**src/rtl/cla_bist.sv**
```systemverilog
// BIST controller for a registered carry-lookahead adder: sweeps every operand pair and checks every result.
// Latency: vector k is driven after edge s+k and checked at edge s+k+LATENCY+1. done rises after edge s+2^(2W)+LATENCY+1.
// Backpressure: none. Vectors issue one per cycle, and start is ignored while busy.
module cla_bist #(
   parameter int WIDTH   = 5,
   parameter int LATENCY = 2   // must be >= 1
) (
   input  logic                 clk,
   input  logic                 rst_n,
   input  logic                 start,
   output logic [WIDTH-1:0]     a_out,
   output logic [WIDTH-1:0]     b_out,
   input  logic [WIDTH-1:0]     sum_in,
   input  logic                 cout_in,
   output logic                 busy,
   output logic                 done,
   output logic                 pass,
   output logic [2*WIDTH:0]     err_count,
   output logic                 fail_valid,
   output logic [WIDTH-1:0]     fail_a,
   output logic [WIDTH-1:0]     fail_b,
   output logic [WIDTH:0]       fail_obs
);

   localparam int IDX_W = 2 * WIDTH;
   // One stage for the adder input register, LATENCY-1 internal stages, and one for our own sample.
   localparam int DEPTH = LATENCY + 1;

   typedef enum logic [1:0] {IDLE, DRIVE, DRAIN, DONE} state_t;

   state_t             state;
   logic [IDX_W-1:0]   idx;

   // Expected-result delay line, aligned to the adder pipeline.
   logic [DEPTH-1:0]   dl_vld;
   logic [WIDTH-1:0]   dl_a   [DEPTH];
   logic [WIDTH-1:0]   dl_b   [DEPTH];
   logic [WIDTH:0]     dl_exp [DEPTH];

   logic               launch;     // start accepted this cycle
   logic               issue;      // a vector is driven onto the bus at this edge
   logic [IDX_W-1:0]   nxt_idx;
   logic [WIDTH-1:0]   nxt_a;
   logic [WIDTH-1:0]   nxt_b;
   logic [WIDTH:0]     obs;
   logic               mismatch;

   assign obs      = {cout_in, sum_in};
   assign mismatch = dl_vld[DEPTH-1] && (obs != dl_exp[DEPTH-1]);
   assign nxt_a    = nxt_idx[IDX_W-1:WIDTH];
   assign nxt_b    = nxt_idx[WIDTH-1:0];

   // Pick the next vector. The bus idles at zero when nothing issues.
   always_comb begin
      launch  = 1'b0;
      issue   = 1'b0;
      nxt_idx = '0;
      case (state)
         IDLE, DONE: begin
            if (start) begin
               launch = 1'b1;
               issue  = 1'b1;
            end
         end
         DRIVE: begin
            if (idx != '1) begin
               issue   = 1'b1;
               nxt_idx = idx + 1'b1;
            end
         end
         default: ;
      endcase
   end

   // Sweep sequencer with registered operand and status outputs.
   always_ff @(posedge clk or negedge rst_n) begin
      if (!rst_n) begin
         state <= IDLE;
         idx   <= '0;
         a_out <= '0;
         b_out <= '0;
         busy  <= 1'b0;
         done  <= 1'b0;
         pass  <= 1'b0;
      end else begin
         a_out <= nxt_a;
         b_out <= nxt_b;
         if (issue) idx <= nxt_idx;
         case (state)
            IDLE, DONE: begin
               if (launch) begin
                  state <= DRIVE;
                  busy  <= 1'b1;
                  done  <= 1'b0;
                  pass  <= 1'b0;
               end
            end
            DRIVE: begin
               if (idx == '1) state <= DRAIN;
            end
            DRAIN: begin
               // Leave once the last valid entry has been compared.
               if (dl_vld == '0) begin
                  state <= DONE;
                  busy  <= 1'b0;
                  done  <= 1'b1;
                  pass  <= (err_count == '0);
               end
            end
            default: state <= IDLE;
         endcase
      end
   end

   // Shift the expected values along so they meet the matching adder result.
   always_ff @(posedge clk or negedge rst_n) begin
      if (!rst_n) begin
         dl_vld <= '0;
         for (int i = 0; i < DEPTH; i++) begin
            dl_a[i]   <= '0;
            dl_b[i]   <= '0;
            dl_exp[i] <= '0;
         end
      end else begin
         dl_vld    <= {dl_vld[DEPTH-2:0], issue};
         dl_a[0]   <= nxt_a;
         dl_b[0]   <= nxt_b;
         dl_exp[0] <= {1'b0, nxt_a} + {1'b0, nxt_b};
         for (int i = 1; i < DEPTH; i++) begin
            dl_a[i]   <= dl_a[i-1];
            dl_b[i]   <= dl_b[i-1];
            dl_exp[i] <= dl_exp[i-1];
         end
      end
   end

   // Count mismatches and freeze the first failing vector.
   always_ff @(posedge clk or negedge rst_n) begin
      if (!rst_n) begin
         err_count  <= '0;
         fail_valid <= 1'b0;
         fail_a     <= '0;
         fail_b     <= '0;
         fail_obs   <= '0;
      end else if (launch) begin
         err_count  <= '0;
         fail_valid <= 1'b0;
         fail_a     <= '0;
         fail_b     <= '0;
         fail_obs   <= '0;
      end else if (mismatch) begin
         err_count <= err_count + 1'b1;
         if (!fail_valid) begin
            fail_valid <= 1'b1;
            fail_a     <= dl_a[DEPTH-1];
            fail_b     <= dl_b[DEPTH-1];
            fail_obs   <= obs;
         end
      end
   end

endmodule

```
**config.mk**
```make
export PLATFORM = sky130hd
export DESIGN_NAME = cla_bist
export DESIGN_NICKNAME = d
export VERILOG_FILES = /design/src/rtl/cla_bist.sv
export SDC_FILE = /design/constraint.sdc
export NUM_CORES = 1
export LEC_CHECK = 0
export ABC_AREA = 1
export BUFFER_PORTS_ARGS = -buffer_cell sky130_fd_sc_hd__buf_2
export CELL_PAD_IN_SITES_DETAIL_PLACEMENT = 0
export CELL_PAD_IN_SITES_GLOBAL_PLACEMENT = 1
export CORE_MARGIN = 1.5
export CORE_UTILIZATION = 44
export CTS_CLUSTER_DIAMETER = 40
export DETAILED_ROUTE_END_ITERATION = 10
export GPL_TIMING_DRIVEN = 0
export PLACE_DENSITY = 0.89
export SLEW_MARGIN = 20
export SYNTH_ARGS = -nofsm -noshare
export SYNTH_HDL_FRONTEND = slang
export SYNTH_SLANG_ARGS = --single-unit
```
**constraint.sdc**
```tcl
create_clock -name clk -period 2.9 [get_ports clk]
set_input_delay 0.58 -clock clk [delete_from_list [all_inputs] [get_ports clk]]
set_output_delay 0.58 -clock clk [all_outputs]
set_load 0.05 [all_outputs]
```
# Word-level counts from Yosys, hierarchy flattened
# Cells that the tools add are included.
# word_totals
ff_bits,94
input_bits,9
# classes
n_addsub,3
n_reduce_logical,10
n_mux,31
eq_ne,10
# ops
operator,count
2-to-1 mux 5 bit,6
2-to-1 mux 11 bit,2
2-to-1 mux 10 bit,2
2-to-1 mux 6 bit,3
adder 11 x 1 -> 11 bit (second input constant),1
zero test 11 bit,1
adder 10 x 1 -> 10 bit (second input constant),1
equality test 10 bit (second input constant),1
2-to-1 mux 1 bit,10
inequality test 10 bit (second input constant),1
one-hot mux 1 bit (2 select lines),4
adder 5 x 5 -> 6 bit,1
2-to-1 mux 2 bit,3
inequality test 2 bit (second input constant),3
inequality test 6 bit,1
one-hot mux 2 bit (3 select lines),1
AND reduction 3 bit,2
equality test 2 bit (second input constant),2
nonzero test 2 bit,2
zero test 3 bit,1
equality test 2 x 1 -> 1 bit (second input constant),1
zero test 2 bit,1
inequality test 2 x 1 -> 1 bit (second input constant),1
AND reduction 2 bit,1
2 further kinds,2

# Logic depth before layout (Yosys ltp)
# depth
depth_word,5
ltp_mapped,13
depth_no_buf,13

# Least setup slack after synthesis
# No wires, ideal clock.
# synth_path
kind,register -> register
start,register idx[0]
end,register dl_exp[16] in the netlist's numbering
setup_time_ns,0.128
path_stages_with_launch,13
slack_ns,0.685
arrival_ns,2.087
path_buffers,0
t_required_ns,2.772
path_cell_list,dfrtp_1 ha_1 nand3_1 nor2_4 nand2_4 o21ai_4 nor2_1 ha_1 inv_1 fa_1 o21ai_0 a21oi_1 xor2_1
# synth_between
elab_chain_cells,4
word_cells_on_any_way,5
classes_between,2 x add/sub; 1 x eq/ne; 2 x mux
# synth_rtl
item,line,source
"start, declared",32,logic [IDX_W-1:0] idx;
"start signal, assigned",88,if (issue) idx <= nxt_idx;
adder 10 x 1 -> 10 bit / inequality test 10 bit (equally long branches),"68, 66",
2-to-1 mux 10 bit (*),66,if (idx != '1) begin
2-to-1 mux 10 bit (*),58,case (state)
via nxt_idx[5],42,logic [IDX_W-1:0] nxt_idx;
adder 5 x 5 -> 6 bit (*),128,"dl_exp[0] <= {1'b0, nxt_a} + {1'b0, nxt_b};"
"end signal, assigned by index",132,dl_exp[i] <= dl_exp[i-1];
"end, declared",38,logic [WIDTH:0] dl_exp [DEPTH];
# The timed path passes the listed nets; every way through them passes the cells marked *.
# A chain may end at the register's enable or synchronous reset.

# Worst setup path after layout
# layout_path
start,register idx[2]
end,register dl_exp[16] in the netlist's numbering
# Same word-level chain as after synthesis.

==> run summary <==
status: complete, no violations
hold slack: 0.0638 ns
CTS tree: done
max-slew violations: 0
cell row count: 34
Port-buffer cells: 49
clk_lat worst skew: 0.36 ns
leading area contributor after synthesis: dfrtp_1
Max Cap Viol: 0
DP HPWL: 5630 um
Synth top area share: 57.7%
largest net degree at the start of global routing: 73
met3 WL post-DR: 268 um
TritonCTS buffer count: 9
clock buffer depth: 2
root buf cell: clkbuf_8
number of enable flip-flop cells after synthesis: 0
Clock Sinks: 94
CORE AREA: 0.00885 mm^2
fmax: 377 MHz
Finished Layout Cells: 621
Finished Core Util: 53.2%
maximum vdd drop: 0.290 mV
Final WS setup: 0.250 ns
first-pass GRT wire length: 13600 um
Mapped Cells: 447
post-synthesis net count: 467
area delta synth->final: 15.4%
layout cells sized above 1: 17.2%
Netlist cell types: 29
remaining global-route overflow: 0
cell family with most CP delay: simple AND/OR/NAND/NOR gates
Die Span X: 99.2 um
hold_buf cts: 0
WL/cell: 12.7 um
Req. time, crit path: 3.14 ns
setup repair bufs after CTS: 0
Die H: 99.2 um
Post-CTS Resized: 0
crit start category: flip-flop
Synth top cells by count: nand2_1 (124), dfrtp_1 (94), inv_1 (59), nand3_1 (48), nor2_1 (38)
IO Count: 50
period utilisation layout: 91.4%
CP max stage delay: 0.42 ns
Crit Path Category: flip-flop to flip-flop
routability cong.: 0.832
1st-iter DRT viols: 88
Power Density: 952 mW/mm^2
Worst-path clk slew: 0.09 ns
WP depth: 11
fill count: 795
final instance area: 0.00470 mm^2
synthesized area: 0.00407 mm^2
final hold vios: 0
worst-path cell chain: nand3_1 -> nor2_1 -> nand2_1 -> xor2_1 -> nor2_1 -> ha_1 -> inv_1 -> fa_1 -> o21ai_0 -> a21oi_1 -> xor2_1
Worst Tran Pin Value: 0.500 ns
Detailed Routing Iterations Pass 1: 4
sequential element share of the synthesized area: 57.7%
Final setup viols: 0
RSZ-0062 raised after global routing: no
uppermost routed layer: met4
Pwr Total: 4.48 mW
Routed WL: 7890 um
Synth area leaders: dfrtp_1 (58%), nand2_1 (11%), nand3_1 (5.9%), inv_1 (5.4%), nor2_1 (3.5%)
Yosys reg bits: 94
Via-to-Cell Ratio: 4.80
register area: 0.00235 mm^2
Critical Path AT: 2.89 ns
total negative slack: 0 ns
YS warnings: 0
vias post-DR: 2978
post-layout minimum cycle time: 2.65 ns
Synth Area per Inst: 9.11 um^2
GRT Total Usage: 17.5%
Slew HR: 66.3%
count leader, synth: nand2_1
worst min-delay path category: primary input to async pin
crit path capture type: flip-flop
vias in the first global route: 2829
worst r2r path cells: 11
pre-CTS WS: 0.321 ns
Layout Skew: 0.00920 ns
Crit-path slowest cell: dfrtp_1
initial antenna violation count: 0
antenna viol nets, final: 0
Async SR Flop Fraction: 100%
initial core utilization: 46.0%
Placed Cells incl. Taps: 605
multi-input combinational cell area: 0.00136 mm^2
CP bufs+invs: 1
most common flop cell mapped by yosys: dfrtp_1
DR WL met2: 3880 um
n_diodes: 0
LEAKAGE: 2.65 nW
met1 wire length: 3660 um
DRC Markers: 0
Cell Area, Placed: 0.00449 mm^2
die area: 0.00985 mm^2
htree depth: 3
post-layout net count: 528
CP max FO: 5
[power breakdown]
group / internal [mW] / total (mW) / switching (mW)
sequential: 1.62 / 1.78 / 0.161
clock: 0.454 / 0.917 / 0.464
combinational: 0.477 / 1.79 / 1.31
total: 2.55 / 4.48 / 1.93
[logic make-up after synthesis]
logic type      Yosys count  synth area share, %
simple gates            231                 24.8
flops                    94                 57.7
buf+inv                  83                 9.00
compound gates           17                 2.55
xor+xnor                 11                 2.37
fa+ha+maj                11                 3.56
[layout make-up]
type,instances,area share [%]
buffer,23,3.01
clock buffer,11,3.22
clock inverter,5,1.36
inverter,60,4.79
multi-input combinational,270,28.8
sequential,94,50.0
tap,108,2.87
timing repair buffer,50,5.93
[final timing paths]
path                       startpoint    endpoint  slack, ns
setup reg to reg               idx[2]  dl_exp[16]       0.25
hold / removal                  rst_n   fail_b[4]       0.06
max in group asynchronous       rst_n      idx[5]       2.24
min in group clk            dl_exp[9]   dl_exp[3]       0.35
hold reg to reg             dl_exp[9]   dl_exp[3]       0.35
setup / recovery               idx[2]  dl_exp[16]       0.25
[sequential cells by signal, indices dropped and copies added (netlist names), 2 cells and up]
name       count
dl_a          15
dl_b          15
dl_exp        18
dl_vld         3
err_count     11
fail_a         5
fail_b         5
fail_obs       6
idx           10
state          2
[placed cells by master (no fill, tap or decap), types with 2 or more instances in the layout]
cell / synthesis / routed
buf_4: 11 / 11
buf_2: 2 / 50
a21oi_1: 6 / 6
clkbuf_8: 0 / 11
xnor2_1: 2 / 2
ha_1: 10 / 10
buf_1: 3 / 3
nand3b_1: 6 / 6
o21bai_1: 2 / 2
nand2_4: 3 / 3
inv_6: 0 / 2
o21ai_0: 7 / 7
nand4_1: 6 / 6
xor2_1: 9 / 9
dfrtp_1: 94 / 94
nand2_1: 124 / 124
inv_1: 59 / 59
clkbuf_1: 6 / 6
nor2_1: 38 / 38
nand3_1: 48 / 48
[per-layer routing]
metal / vias up / GRT usage [%]
li1: 1490 / -
met1: 1429 / 24.1
met2: 51 / 27.4
met3: 8 / 3.79
met4: 0 / 6.50
met5: - / 0
Power figures use the tool's default switching activity.
